File: config.mk
export PLATFORM = sky130hd
export DESIGN_NAME = float_gather
export DESIGN_NICKNAME = d
export VERILOG_FILES = /design/src/rtl/float_pkg.sv /design/src/rtl/float_gather_bank.sv /design/src/rtl/float_gather.sv
export SDC_FILE = /design/constraint.sdc
export NUM_CORES = 1
export LEC_CHECK = 0
export CAP_MARGIN = 25
export CORE_ASPECT_RATIO = 0.6
export CORE_MARGIN = 5
export CORE_UTILIZATION = 45
export CTS_CLUSTER_SIZE = 20
export DETAILED_ROUTE_END_ITERATION = 8
export PLACE_DENSITY = 0.77
export SLEW_MARGIN = 20
export SYNTH_ARGS = -nofsm -noshare
export SYNTH_HDL_FRONTEND = slang
export SYNTH_HIERARCHICAL = 1
export SYNTH_SLANG_ARGS = --single-unit
export TNS_END_PERCENT = 100
File: constraint.sdc
create_clock -name clk -period 1.51 [get_ports clk]
set_input_delay 0.453 -clock clk [delete_from_list [all_inputs] [get_ports clk]]
set_output_delay 0.453 -clock clk [all_outputs]
set_load 0.01 [all_outputs]
File: src/rtl/float_pkg.sv
// float_pkg: shared float lane type, default lane width and gather bank state encoding.
package float_pkg;
  localparam int FBITS = 18;
  typedef logic [FBITS-1:0] float_t;
  typedef enum logic {FILL, FULL} gather_state_e;
endpackage

File: src/rtl/float_gather_bank.sv
// float_gather_bank: one gather bank -- lane storage, written-lane mask, slot counter and FILL/FULL FSM.
module float_gather_bank import float_pkg::*; #(
  parameter int WIDTH_IN  = 4,
  parameter int WIDTH_OUT = 16,
  parameter int FBITS     = float_pkg::FBITS
) (
  input  logic                            clk,
  input  logic                            rst_n,
  input  logic [WIDTH_IN-1:0][FBITS-1:0]  i_in,
  input  logic                            i_wr,
  input  logic                            i_last,
  input  logic                            i_rd,
  output logic [WIDTH_OUT-1:0][FBITS-1:0] o_out,
  output logic [WIDTH_OUT-1:0]            o_mask,
  output logic                            o_full
);
  localparam int RATIO = WIDTH_OUT / WIDTH_IN;
  localparam int CW = RATIO > 1 ? $clog2(RATIO) : 1;
  gather_state_e r_state;
  logic [CW-1:0] r_cnt;
  logic [WIDTH_OUT-1:0][FBITS-1:0] r_data;
  logic [WIDTH_OUT-1:0] r_mask;
  logic w_fill, w_done;
  assign w_fill = r_state == FILL;
  assign w_done = i_last || r_cnt == CW'(RATIO - 1);
  assign o_full = !w_fill;
  assign o_mask = r_mask;
  // data lanes are never cleared; the mask alone decides which lanes are visible
  always_comb begin
    o_out = '0;
    for (int i = 0; i < WIDTH_OUT; i++) if (r_mask[i]) o_out[i] = r_data[i];
  end
  always_ff @(posedge clk or negedge rst_n)
    if (!rst_n) begin
      r_state <= FILL;
      r_cnt   <= '0;
      r_data  <= '0;
      r_mask  <= '0;
    end else if (w_fill) begin
      if (i_wr) begin
        for (int s = 0; s < RATIO; s++)
          if (r_cnt == CW'(s)) begin
            r_data[s*WIDTH_IN +: WIDTH_IN] <= i_in;
            r_mask[s*WIDTH_IN +: WIDTH_IN] <= '1;
          end
        r_cnt <= w_done ? '0 : r_cnt + 1'b1;
        if (w_done) r_state <= FULL;
      end
    end else if (i_rd) begin
      r_mask  <= '0;
      r_state <= FILL;
    end
endmodule

File: src/rtl/float_gather.sv
// float_gather: reassembles WIDTH_IN-lane beats into WIDTH_OUT-lane vectors behind valid/ready.
// FLOAT_GATHER_PINGPONG_EN adds a second bank so one bank fills while the other drains.
module float_gather import float_pkg::*; #(
  parameter int WIDTH_IN  = 4,
  parameter int WIDTH_OUT = 16,
  parameter int FBITS     = float_pkg::FBITS
) (
  input  logic                            clk,
  input  logic                            rst_n,
  input  logic [WIDTH_IN-1:0][FBITS-1:0]  in,
  input  logic                            in_valid,
  input  logic                            in_last,
  output logic                            in_ready,
  output logic [WIDTH_OUT-1:0][FBITS-1:0] out,
  output logic [WIDTH_OUT-1:0]            out_mask,
  output logic                            out_valid,
  input  logic                            out_ready
);
  logic w_acc, w_hs;
  assign w_acc = in_valid && in_ready;
  assign w_hs  = out_valid && out_ready;
`ifdef FLOAT_GATHER_PINGPONG_EN
  logic r_wr_sel, r_rd_sel, w_ws;
  logic [1:0][WIDTH_OUT-1:0][FBITS-1:0] w_out;
  logic [1:0][WIDTH_OUT-1:0] w_mask;
  logic [1:0] w_full;
  // the cycle after a bank completes, beats already steer to the other bank
  assign w_ws      = r_wr_sel ^ w_full[r_wr_sel];
  assign in_ready  = !(&w_full);
  assign out_valid = w_full[r_rd_sel];
  assign out       = w_out[r_rd_sel];
  assign out_mask  = w_mask[r_rd_sel];
  for (genvar g = 0; g < 2; g++) begin : g_bank
    float_gather_bank #(.WIDTH_IN(WIDTH_IN), .WIDTH_OUT(WIDTH_OUT), .FBITS(FBITS)) u_bank (
      .clk(clk), .rst_n(rst_n), .i_in(in),
      .i_wr(w_acc && w_ws == 1'(g)), .i_last(in_last),
      .i_rd(w_hs && r_rd_sel == 1'(g)),
      .o_out(w_out[g]), .o_mask(w_mask[g]), .o_full(w_full[g])
    );
  end
  always_ff @(posedge clk or negedge rst_n)
    if (!rst_n) begin
      r_wr_sel <= 1'b0;
      r_rd_sel <= 1'b0;
    end else begin
      if (in_ready) r_wr_sel <= w_ws;
      if (w_hs) r_rd_sel <= !r_rd_sel;
    end
`else
  logic w_full;
  assign in_ready  = !w_full;
  assign out_valid = w_full;
  float_gather_bank #(.WIDTH_IN(WIDTH_IN), .WIDTH_OUT(WIDTH_OUT), .FBITS(FBITS)) u_bank (
    .clk(clk), .rst_n(rst_n), .i_in(in),
    .i_wr(w_acc), .i_last(in_last), .i_rd(w_hs),
    .o_out(out), .o_mask(out_mask), .o_full(w_full)
  );
`endif
endmodule

==> impl_metrics.tcl <==
set metrics [dict create \
    status "finished, violations left" \
    violations "setup timing" \
    cp.depth 6 \
    gp_congestion 0.7970 \
    insertion_delay_ns 0.55 \
    dp_hpwl_mm 28.20 \
    synth_top_area_share_pct 51.00 \
    cpPeakStageDelay_ns 0.53 \
    fp-row-count 50 \
    min_period_ns 2.320 \
    h-tree-depth 1 \
    dr.first_iter.drc_count 687 \
    synth_enable_flop_cells 0 \
    fp.coreArea_um2 31470 \
    grt-ovfl-total 0 \
    synth_cells 972 \
    cp_common_cell "buf_6" \
    cts-root-buf "clkbuf_16" \
    setup_viol 600 \
    cts.clk_slew.worst_paths_ns 0.07 \
    die_height_um 148.9 \
    power.share.switching_pct 31.79 \
    drive_gt1_share_pct 70.46 \
    synth_area_leaders "dfrtp_1 (51%), mux2_4 (29%), and2_1 (12%)" \
    startpoint "u_bank/o_mask[14]" \
    synth_top_area_cell "dfrtp_1" \
    die_x_um 241.5 \
    r2r_cells 6 \
    yosys_most_used_dff "dfrtp_1" \
    critical_path_required_ns 1.06 \
    clk_path_buf_depth 3 \
    synth_seq_cells 295 \
    antenna_found_initial 1 \
    ys_seq_area_share_pct 51.00 \
    clock_power_share_pct 15.0 \
    netlist_area_um2 14480 \
    ys_warn_count 6 \
    cp-start-kind "flip-flop" \
    wl_mm 51.28 \
    vdd_drop_max_v 0.001139 \
    fin_nets 1589 \
    crit_family "buffers and inverters" \
    antenna_left 0 \
    fin_area_um2 22700 \
    synthDistinctLibCells 19 \
    p_switching_w 0.01604 \
    cp-endpoint "out[233]" \
    detail_route.first_pass.iterations 5 \
    avgSynthCellArea_um2 14.89 \
    cts_buffers 29 \
    skew_ns 0.01918 \
    drv_cap 0 \
    portBuffers 382 \
    pwr-share-seq_pct 28.6 \
    design.die.area_um2 35970 \
    tightest_slew_ns 0.4535 \
    path_cells "buf_6 > buf_12 > buf_16 > buf_6 > and2_4 > buf_6" \
    fin_ws_ns -0.8098 \
    critical_path.slowest_cell "dfrtp_4" \
    fmax_mhz 431.1 \
    intPower_w 0.03442 \
    yosysMostFrequentCell "dfrtp_1" \
    p_leak_nw 11.98 \
    worst-path-buf-inv 5 \
    crit_arrival_ns 1.87 \
    hp-class "input port to async pin" \
    rsz0062_at_grt "yes" \
    whs_ns 0.4098 \
    viasPerCell 5.145 \
    drc 0 \
    grt_start_max_net_pins 52 \
    finalMaxSlewViolations 0 \
    final-hold-violation-count 0 \
    ios 383 \
    maxSlewHeadroom_pct 69.76 \
    power_frac_comb_pct 56.4 \
    post-route-period-util_pct 153.6 \
    end_kind "output pin" \
    routedWlPerCell_um 26.34 \
    syn2layout_area_growth_pct 56.80 \
    place_area_um2 18730 \
    cts.sinks 295 \
    worstSetupPathType "flip-flop to output pin" \
    reg2reg_from "u_bank/r_cnt[1]" \
    cp_max_fo 6 \
    track_usage_pct 23.89 \
    reg2reg_slack_ns -0.50 \
    initial_utilization_pct 46.00 \
    grt_first_pass_wirelength_mm 67.11 \
    grt_pass1_vias 10437 \
    cts_tree "yes" \
    synth-async-reset-ratio_pct 100.0 \
    syn_nets 1053 \
    yosys-top-cells-count "dfrtp_1 (295), and2_1 (289), mux2_4 (276)" \
    r2r_end "u_bank/r_data[98]" \
    vias 10017 \
    power_density_nw_per_um2 2223 \
]
==> registers in the layout, summed over array words and instances, names as in the netlist <==
| name | cells |
|---|---|
| u_bank/o_full | 1 |
| u_bank/o_mask | 4 |
| u_bank/r_cnt | 2 |
| u_bank/r_data | 288 |
==> logic make-up after synthesis <==
| kind of cell | after synthesis | synth area share (%) |
|---|---|---|
| mux | 289 | 29.64 |
| flops | 295 | 51.00 |
| buf+inv | 80 | 5.739 |
| simple gates | 298 | 12.90 |
| compound gates | 6 | 0.3804 |
| fa+ha+maj | 4 | 0.3458 |
==> final cells by class <==
cell class | count | area [um2]
inverter | 4 | 15.01
tap | 416 | 520.5
multi-input combinational | 597 | 6865
antenna | 1 | 2.502
timing repair buffer | 581 | 6925
sequential | 295 | 7391
clock inverter | 14 | 153.9
fill | 1947 | 8771
clock buffer | 39 | 823.3
==> placed cells by master, fill, tap and decap left out, drive strengths merged <==
cell,synthesis,final
nor2b,1,1
and2,289,289
buf,44,441
o22ai,1,1
nand2,1,1
dfrtp,295,295
dlymetal6s2s,0,15
dlygate4sd3,0,1
clkdlybuf4s50,0,75
inv,4,5
nor2,1,1
a22o,1,1
nand2b,1,1
bufinv,0,3
nand3b,4,4
clkinv,0,8
clkinvlp,0,2
ha,4,4
a21bo,4,4
clkbuf,32,88
mux2,289,289
nor4b,1,1
diode,0,1
==> stage by stage <==
stage          total power, W  util (%)  TNS (ns)  instances  setup WS (ns)
2_1_floorplan         0.02478         -         0        972        0.01440
3_3_place_gp          0.03333     59.52   -272.47       1754        -0.7196
3_5_place_dp          0.03379     59.52   -266.92       1754        -0.7051
4_1_cts               0.04421     64.99   -270.98       1868        -0.8729
5_1_grt               0.05236     72.12   -299.98       1946        -0.8562
6_report              0.05046     72.13   -271.37       1947        -0.8098
==> metal layers <==
metal  up-vias  GRT usage, %  wire [um]
li1       4289             -          -
met5         -             0          0
met4         0         4.932       1088
met1      5247         34.07      23430
met3        79         5.408       3160
met2       402         37.99      23600
==> how the worst min path moves through the flow <==
| stage | slack, ns | from | end | depth (start not counted) |
|---|---|---|---|---|
| 5_1_grt | 0.41 | rst_n | u_bank/r_data[52] | 2 |
| 6_report | 0.41 | rst_n | u_bank/r_data[52] | 2 |
| 2_1_floorplan | 0.16 | rst_n | u_bank/o_full | 0 |
| 3_5_place_dp | 0.38 | rst_n | u_bank/r_data[243] | 1 |
| 4_1_cts | 0.38 | rst_n | u_bank/r_data[89] | 2 |
| 3_3_place_gp | 0.38 | rst_n | u_bank/r_data[243] | 1 |
==> power by group through the flow <==
| stage | clock (W) | combinational (W) | sequential (W) |
|---|---|---|---|
| after global placement | 0 | 0.0195 | 0.0139 |
| after global routing | 0.00803 | 0.0296 | 0.0148 |
| after detailed placement | 0 | 0.0198 | 0.0140 |
| after CTS | 0.00764 | 0.0226 | 0.0140 |
| final | 0.00756 | 0.0285 | 0.0144 |
| after floorplan | 0 | 0.0117 | 0.0131 |
==> timing repair <==
item	in CTS	in global routing
setup buffers	42	69
resized for setup	953	833
setup endpoints to repair	594	597
pin swaps	0	3
hold buffers	1	0
hold endpoints to repair	23	0
cloned	18	25
Power figures use the tool's default switching activity.
